--- src/rtl/mux_n_pipe.sv ---
// mux_n_pipe: registered N-input select with valid/ready handshake and error count.
// Define MUX_N_PIPE_SKID_EN to add a 1-entry skid buffer with registered in_ready.
module mux_n_pipe #(
    parameter int DATA_W = 16,
    parameter int N_IN   = 4,
    localparam int SEL_W = (N_IN > 1) ? $clog2(N_IN) : 1
) (
    input  logic                    clk,
    input  logic                    rst,
    input  logic [N_IN*DATA_W-1:0]  in_data,
    input  logic [SEL_W-1:0]        in_sel,
    input  logic                    in_valid,
    output logic                    in_ready,
    input  logic                    flush,
    output logic [DATA_W-1:0]       out_data,
    output logic                    out_sel_err,
    output logic                    out_valid,
    input  logic                    out_ready,
    output logic [7:0]              err_cnt
);

    localparam logic [31:0] N_LIM = 32'(N_IN);

    logic              sel_ok;
    logic [DATA_W-1:0] sel_data;
    logic              take;

    // Out-of-range selects fall back to input 0 and are tagged.
    always_comb begin
        sel_ok   = (32'(in_sel) < N_LIM);
        sel_data = in_data[DATA_W-1:0];
        for (int k = 0; k < N_IN; k++) begin
            if (sel_ok && (in_sel == SEL_W'(k))) begin
                sel_data = in_data[k*DATA_W +: DATA_W];
            end
        end
    end

    assign take = in_valid && in_ready && !flush;

    always_ff @(posedge clk) begin
        if (rst) begin
            err_cnt <= 8'd0;
        end else if (take && !sel_ok && (err_cnt != 8'hFF)) begin
            err_cnt <= err_cnt + 8'd1;
        end
    end

`ifdef MUX_N_PIPE_SKID_EN

    logic              skid_valid;
    logic [DATA_W-1:0] skid_data;
    logic              skid_err;

    assign in_ready = !skid_valid && !rst;

    always_ff @(posedge clk) begin
        if (rst) begin
            out_valid   <= 1'b0;
            out_data    <= '0;
            out_sel_err <= 1'b0;
            skid_valid  <= 1'b0;
            skid_data   <= '0;
            skid_err    <= 1'b0;
        end else if (flush) begin
            out_valid  <= 1'b0;
            skid_valid <= 1'b0;
        end else if (out_valid && !out_ready) begin
            // Output stalled: park one more beat in the skid entry.
            if (take) begin
                skid_valid <= 1'b1;
                skid_data  <= sel_data;
                skid_err   <= !sel_ok;
            end
        end else if (skid_valid) begin
            out_valid   <= 1'b1;
            out_data    <= skid_data;
            out_sel_err <= skid_err;
            skid_valid  <= 1'b0;
        end else if (take) begin
            out_valid   <= 1'b1;
            out_data    <= sel_data;
            out_sel_err <= !sel_ok;
        end else begin
            out_valid <= 1'b0;
        end
    end

`else

    assign in_ready = (!out_valid || out_ready) && !rst;

    always_ff @(posedge clk) begin
        if (rst) begin
            out_valid   <= 1'b0;
            out_data    <= '0;
            out_sel_err <= 1'b0;
        end else if (flush) begin
            out_valid <= 1'b0;
        end else if (take) begin
            out_valid   <= 1'b1;
            out_data    <= sel_data;
            out_sel_err <= !sel_ok;
        end else if (out_ready) begin
            out_valid <= 1'b0;
        end
    end

`endif

endmodule
--- config.mk ---
export PLATFORM = sky130hd
export DESIGN_NAME = mux_n_pipe
export DESIGN_NICKNAME = d
export VERILOG_FILES = /design/src/rtl/mux_n_pipe.sv
export SDC_FILE = /design/constraint.sdc
export NUM_CORES = 1
export LEC_CHECK = 0
export CORE_ASPECT_RATIO = 1.5
export CORE_MARGIN = 4
export CORE_UTILIZATION = 28
export CTS_BUF_LIST = sky130_fd_sc_hd__clkbuf_8
export CTS_CLUSTER_DIAMETER = 60
export DETAILED_ROUTE_END_ITERATION = 7
export PLACE_DENSITY = 0.78
export SLEW_MARGIN = 30
export SYNTH_ARGS = -nofsm -noshare
export SYNTH_HDL_FRONTEND = slang
export SYNTH_SLANG_ARGS = --single-unit
--- constraint.sdc ---
create_clock -name clk -period 1.49 [get_ports clk]
set_clock_uncertainty 0.15 [all_clocks]
set_input_delay 0.298 -clock clk [delete_from_list [all_inputs] [get_ports clk]]
set_output_delay 0.298 -clock clk [all_outputs]
set_load 0.005 [all_outputs]
==> run summary, run 1 <==
setup TNS: 0 ns
fin cells: 212
CP max stage delay: 0.55 ns
Worst-path clk slew: 0.06 ns
Clock Tree Buf Depth: 2
n_diodes: 0
WL final: 3.47 mm
vias post-DR: 992
RSZ-0062 raised after global routing: no
R2R Setup Slk: 0.07 ns
post-route clock period utilization: 0.968
fmax: 693 MHz
cts hold-fix bufs: 0
Chip Height: 82.8 um
leading cell type in the layout, fill and taps excluded: clkdlybuf4s50_1
final net count: 242
Final WS setup: 0.0477 ns
Hold WS: 0.325 ns
vias in the first global route: 1052
worst-path fanout max: 6
CTS Sinks: 17
status: complete, no violations
DR vias/cell: 4.68
DRT Pass-1 Iters: 4
grt ovf: 0
antenna violations before repair: 0
Worst path depth: 4
# DRC: 0
CTS root buffer: clkbuf_8
Routed WL per cell: 16.3 um
core area: 0.00351 mm^2
post-synth top area share: 0.326
Clock H-tree levels: 1
input/output buffers: 88
Worst EP required: 1.48 ns
Synth Warn #: 0
routability cong.: 0.751
Seq/Total Area, Yosys: 0.326
most frequent cells in the layout: clkdlybuf4s50_1 (64), dlygate4sd2_1 (21), a22o_1 (16)
Die Width: 57.9 um
initial core utilization: 0.297
cell family with most CP delay: multiplexers
internal power: 978 uW
CTS tree: done
Critical Path Sink Type: flop
Mapped Area: 0.00104 mm^2
Sw Share: 0.215
Comb pwr share: 0.341
pre-CTS setup slack: -0.504 ns
Reg power frac: 0.399
flops & latches, synth: 17
row cnt: 26
Area growth syn-to-layout: 101%
wire length of the first global-routing pass: 5.13 mm
crit-path cells: clkdlybuf4s15_1 -> buf_6 -> mux4_1 -> a22o_1
Clock Latency Late Sink: 0.24 ns
shortest period the worst path allows: 1.44 ns
Power Density: 593 mW/mm^2
WS Path Type: in2reg
Yosys cell types: 15
post-synthesis cell count: 73
initial drt markers: 23
slowest stage cell, crit path: mux4_1
# IOs: 98
largest net degree at the start of global routing: 17
die area: 0.00479 mm^2
final hold viol count: 0
final setup vio count: 0
syn_area_per_cell: 14.3 um^2
crit start category: input pin
Yosys top cell by area: dfxtp_1
sw power: 269 uW
GRT Total Usage: 0.139
Hold Crit Class: reg2reg
synth top area cells: dfxtp_1 (33%), mux4_2 (22%), mux4_1 (15%)
VDD IR max: 0.353 mV
hold depth: 1
layout cells sized above 1: 0.182
reg2reg path depth: 4
clock power share: 0.261
Max-Cap Viols: 0
CP Data Arrival Time: 1.43 ns
Slew Viols, Final: 0
Post-Place Cell Area: 0.00199 mm^2
DRT antenna net count: 0
post-layout instance area: 0.00210 mm^2
total clock buffers created by CTS: 3
Worst Path Buf+Inv: 2
Static Leakage: 0.000918 uW
placed instance count: 204
detailed placement HPWL: 2.96 mm
## cell type report
cell class                      count  area (um^2)
Clock buffer                        3         41.3
Fill cell                         304         1410
Inverter                            2         7.51
Timing Repair Buffer              100         1040
Clock inverter                      1         5.00
Sequential cell                    17          344
Tap cell                           42         52.6
Multi-Input combinational cell     47          613
## cell usage after synthesis, drive strengths merged
cell type and count:
dfxtp 17, a22o 16, mux4 16, buf 15, inv 2, nor2 2, conb 1, nor2b 1
nor3 1, nor4 1, o31a 1
## power by group through the flow
stage          clock [uW]  sequential [uW]  combinational (uW)
6_report              325              497                 425
5_1_grt               362              501                 449
2_1_floorplan           0              506                 164
4_1_cts               336              497                 418
3_3_place_gp            0              506                 419
3_5_place_dp            0              507                 426
## cells by family (layout without fill, tap and decap cells)
| logic type | count (synthesis) | count (layout) | share of synthesized area |
|---|---|---|---|
| other | 1 | 9 | 0.00359 |
| DFF | 17 | 17 | 0.326 |
| buffers and inverters | 17 | 106 | 0.121 |
| muxes | 16 | 16 | 0.366 |
| and+or+nand+nor | 5 | 5 | 0.0407 |
| AOI/OAI and AO/OA | 17 | 17 | 0.143 |
## metrics by stage
| step | util | total power (uW) |
|---|---|---|
| 4_1_cts | 0.588 | 1250 |
| 5_1_grt | 0.598 | 1310 |
| 3_5_place_dp | 0.566 | 933 |
| 3_3_place_gp | 0.566 | 924 |
| 6_report | 0.598 | 1250 |
| 2_1_floorplan | - | 670 |
## worst paths after layout
check                                   from      endpoint
worst max register to register     out_valid  out_data[13]
worst min-delay path            out_data[12]  out_data[12]
worst min register to register  out_data[12]  out_data[12]
worst max-delay path               in_sel[0]  out_data[12]
## metal layers
layer,vias to the layer above,global-route usage,share of wire
met4,0,0.0591,0.020
met5,-,0,0
li1,477,-,-
met2,67,0.261,0.55
met1,442,0.144,0.35
met3,6,0.0217,0.085
## registers in the layout (all words and copies together), names as in the netlist
signal / cells
out_data: 16
out_valid: 1
## timing repair
| action | in CTS | in global routing |
|---|---|---|
| pin swaps | 2 | 0 |
| resized for setup | 31 | 2 |
| gates cloned | 1 | 1 |
| setup endpoints to repair | 34 | 5 |
| setup buffers | 1 | 1 |
## worst reg2reg max path, stage by stage (launching register included)
cell	delay (ns)
dfxtp_2	0.32
nor2b_4	0.13
o31a_1	0.33
buf_12	0.16
a22o_1	0.23
Note: power is estimated with default switching activity, not from simulation.
==> run 2: changes to the inputs <==
Settings changed: CELL_PAD_IN_SITES_DETAIL_PLACEMENT from default to 0, CELL_PAD_IN_SITES_GLOBAL_PLACEMENT from default to 1, CORE_UTILIZATION 28 to 20, PLACE_DENSITY 0.78 to default, PLACE_DENSITY_LB_ADDON from default to 0.1, SKIP_LAST_GASP from default to 1.
==> run summary, run 2 (synthesized netlist as in run 1, its figures left out) <==
row cnt: 32 (was 26)
Clock Tree Buf Depth: 2 (unchanged)
WL final: 4.02 mm (was 3.47 mm)
CP max stage delay: 0.35 ns (was 0.55 ns)
detailed placement HPWL: 3.11 mm (was 2.96 mm)
Area growth syn-to-layout: 105% (was 101%)
origin of the critical flop-to-flop path: out_valid (unchanged)
die area: 0.00647 mm^2 (was 0.00479 mm^2)
shortest period the worst path allows: 1.45 ns (was 1.44 ns)
n_diodes: 0 (unchanged)
fmax: 690 MHz (was 693 MHz)
Worst Path Buf+Inv: 2 (unchanged)
Worst EP required: 1.54 ns (was 1.48 ns)
WS Path Type: reg2reg (was in2reg)
critical path endpoint: out_data[12] (unchanged)
initial drt markers: 20 (was 23)
largest net degree at the start of global routing: 17 (unchanged)
final setup vio count: 0 (unchanged)
R2R Setup Slk: 0.04 ns (was 0.07 ns)
antenna violations before repair: 0 (unchanged)
cell family with most CP delay: simple AND/OR/NAND/NOR gates (was multiplexers)
CP Data Arrival Time: 1.50 ns (was 1.43 ns)
DRT antenna net count: 0 (unchanged)
Worst Setup SP: out_valid (was in_sel[0])
total clock buffers created by CTS: 3 (unchanged)
slowest stage cell, crit path: nor4_4 (was mux4_1)
largest register by flop count: out_data (unchanged)
Routed WL per cell: 16.7 um (was 16.3 um)
max FFs per register: 16 (unchanged)
post-route clock period utilization: 0.973 (was 0.968)
Power, Total: 1260 uW (was 1250 uW)
Chip Height: 96.5 um (was 82.8 um)
CTS tree: done (unchanged)
RSZ-0062 raised after global routing: yes (was no)
worst-path fanout max: 6 (unchanged)
Clock H-tree levels: 1 (unchanged)
input/output buffers: 88 (unchanged)
vias post-DR: 1026 (was 992)
Slew Viols, Final: 0 (unchanged)
Largest regs: out_data x16, out_valid x1 (unchanged)
reg2reg path depth: 5 (was 4)
CTS Sinks: 17 (unchanged)
VDD IR max: 0.364 mV (was 0.353 mV)
GRT Total Usage: 0.117 (was 0.139)
CTS root buffer: clkbuf_8 (unchanged)
Max-Cap Viols: 0 (unchanged)
most frequent cells in the layout: clkdlybuf4s50_1 (64), dlygate4sd2_1 (19), a22o_1 (16) (was clkdlybuf4s50_1 (64), dlygate4sd2_1 (21), a22o_1 (16))
DR vias/cell: 4.28 (was 4.68)
final hold viol count: 0 (unchanged)
initial core utilization: 0.205 (was 0.297)
final net count: 244 (was 242)
Static Leakage: 0.000941 uW (was 0.000918 uW)
Hold Crit Class: in2reg (was reg2reg)
core area: 0.00508 mm^2 (was 0.00351 mm^2)
Worst-path clk slew: 0.07 ns (was 0.06 ns)
post-CTS setup buffers: 0 (was 1)
Clock Latency Late Sink: 0.25 ns (was 0.24 ns)
# IOs: 98 (unchanged)
DRT Pass-1 Iters: 2 (was 4)
Critical Path Sink Type: flop (unchanged)
setup TNS: 0 ns (unchanged)
layout cells sized above 1: 0.192 (was 0.182)
# DRC: 0 (unchanged)
Worst path depth: 5 (was 4)
routability cong.: 0.644 (was 0.751)
grt ovf: 0 (unchanged)
crit start category: flop (was input pin)
Die Width: 67.0 um (was 57.9 um)
vias in the first global route: 1090 (was 1052)
wire length of the first global-routing pass: 5.62 mm (was 5.13 mm)
Power Density: 591 mW/mm^2 (was 593 mW/mm^2)
status: complete, no violations (unchanged)
cts hold-fix bufs: 0 (unchanged)
leading cell type in the layout, fill and taps excluded: clkdlybuf4s50_1 (unchanged)
crit-path cells: nor2b_4 -> buf_6 -> nor4_4 -> buf_4 -> a22o_1 (was clkdlybuf4s15_1 -> buf_6 -> mux4_1 -> a22o_1)
R2R Path End: out_data[12] (was out_data[13])
-- run 2: changes by cell type in the layout (fill, tap and decap cells not counted), sizes merged --
cell           delta
dlygate4sd2       -2
bufbuf            -1
clkinv            -1
clkdlybuf4s15     -2
dlymetal6s2s      +2
inv               +1
buf               +5
-- run 2: worst min path at each step --
stage                 start            to  slack (ns)  depth (start not counted)
6_report              flush     out_valid        0.23                          3
5_1_grt                 rst     out_valid        0.24                          3
4_1_cts        out_data[14]  out_data[14]        0.33                          1
3_5_place_dp   out_data[11]  out_data[11]        0.31                          1
3_3_place_gp   out_data[12]  out_data[12]        0.31                          1
2_1_floorplan         flush     out_valid        0.22                          1
-- run 2: area by class of cell --
class	instances	area [um^2]
inverters	2	7.51
multi-input cells	47	613
fillers	525	2950
flip-flops and latches	17	343
clock buffers	3	41.3
repair buffers	102	1040
well taps	68	85.1
clock inverters	1	3.75
-- run 2: report_power, final --
part           switching, uW  internal [uW]
clock                    155            183
combinational            120            313
sequential              11.9            482
total                    288            977
-- run 2: repair_timing --
action	in CTS	in global routing
resized for setup	30	13
cloned	1	3
pin swaps	2	10
setup endpoints to repair	34	17
-- run 2: per-stage QoR --
step | cell area, um^2 | setup WS [ns] | util | cells | hold slack [ns]
finish | 2140 | 0.0406 | 0.421 | 240 | 0.228
global route | 2140 | -0.0404 | 0.421 | 240 | 0.243
CTS | 2090 | -0.00819 | 0.410 | 237 | 0.326
detailed placement | 2020 | -0.575 | 0.398 | 232 | 0.312
global placement | 2020 | -0.545 | 0.398 | 232 | 0.308
floorplan | 1070 | 0.0134 | - | 81 | 0.225
-- run 2: routing by layer --
layer  wire [um]  share of wire  global-route usage  vias to the layer above
met5           0              0                   0                        -
met4          25         0.0062              0.0305                        0
met3         339          0.084              0.0278                        2
met2        2270           0.56               0.217                       48
met1        1390           0.34               0.132                      495
li1            -              -                   -                      481
-- run 2: worst reg2reg max path, cell delays in order (launching register included) --
cell	delay (ns)
dfxtp_2	0.32
nor2b_4	0.13
buf_6	0.12
nor4_4	0.35
buf_4	0.21
a22o_1	0.13
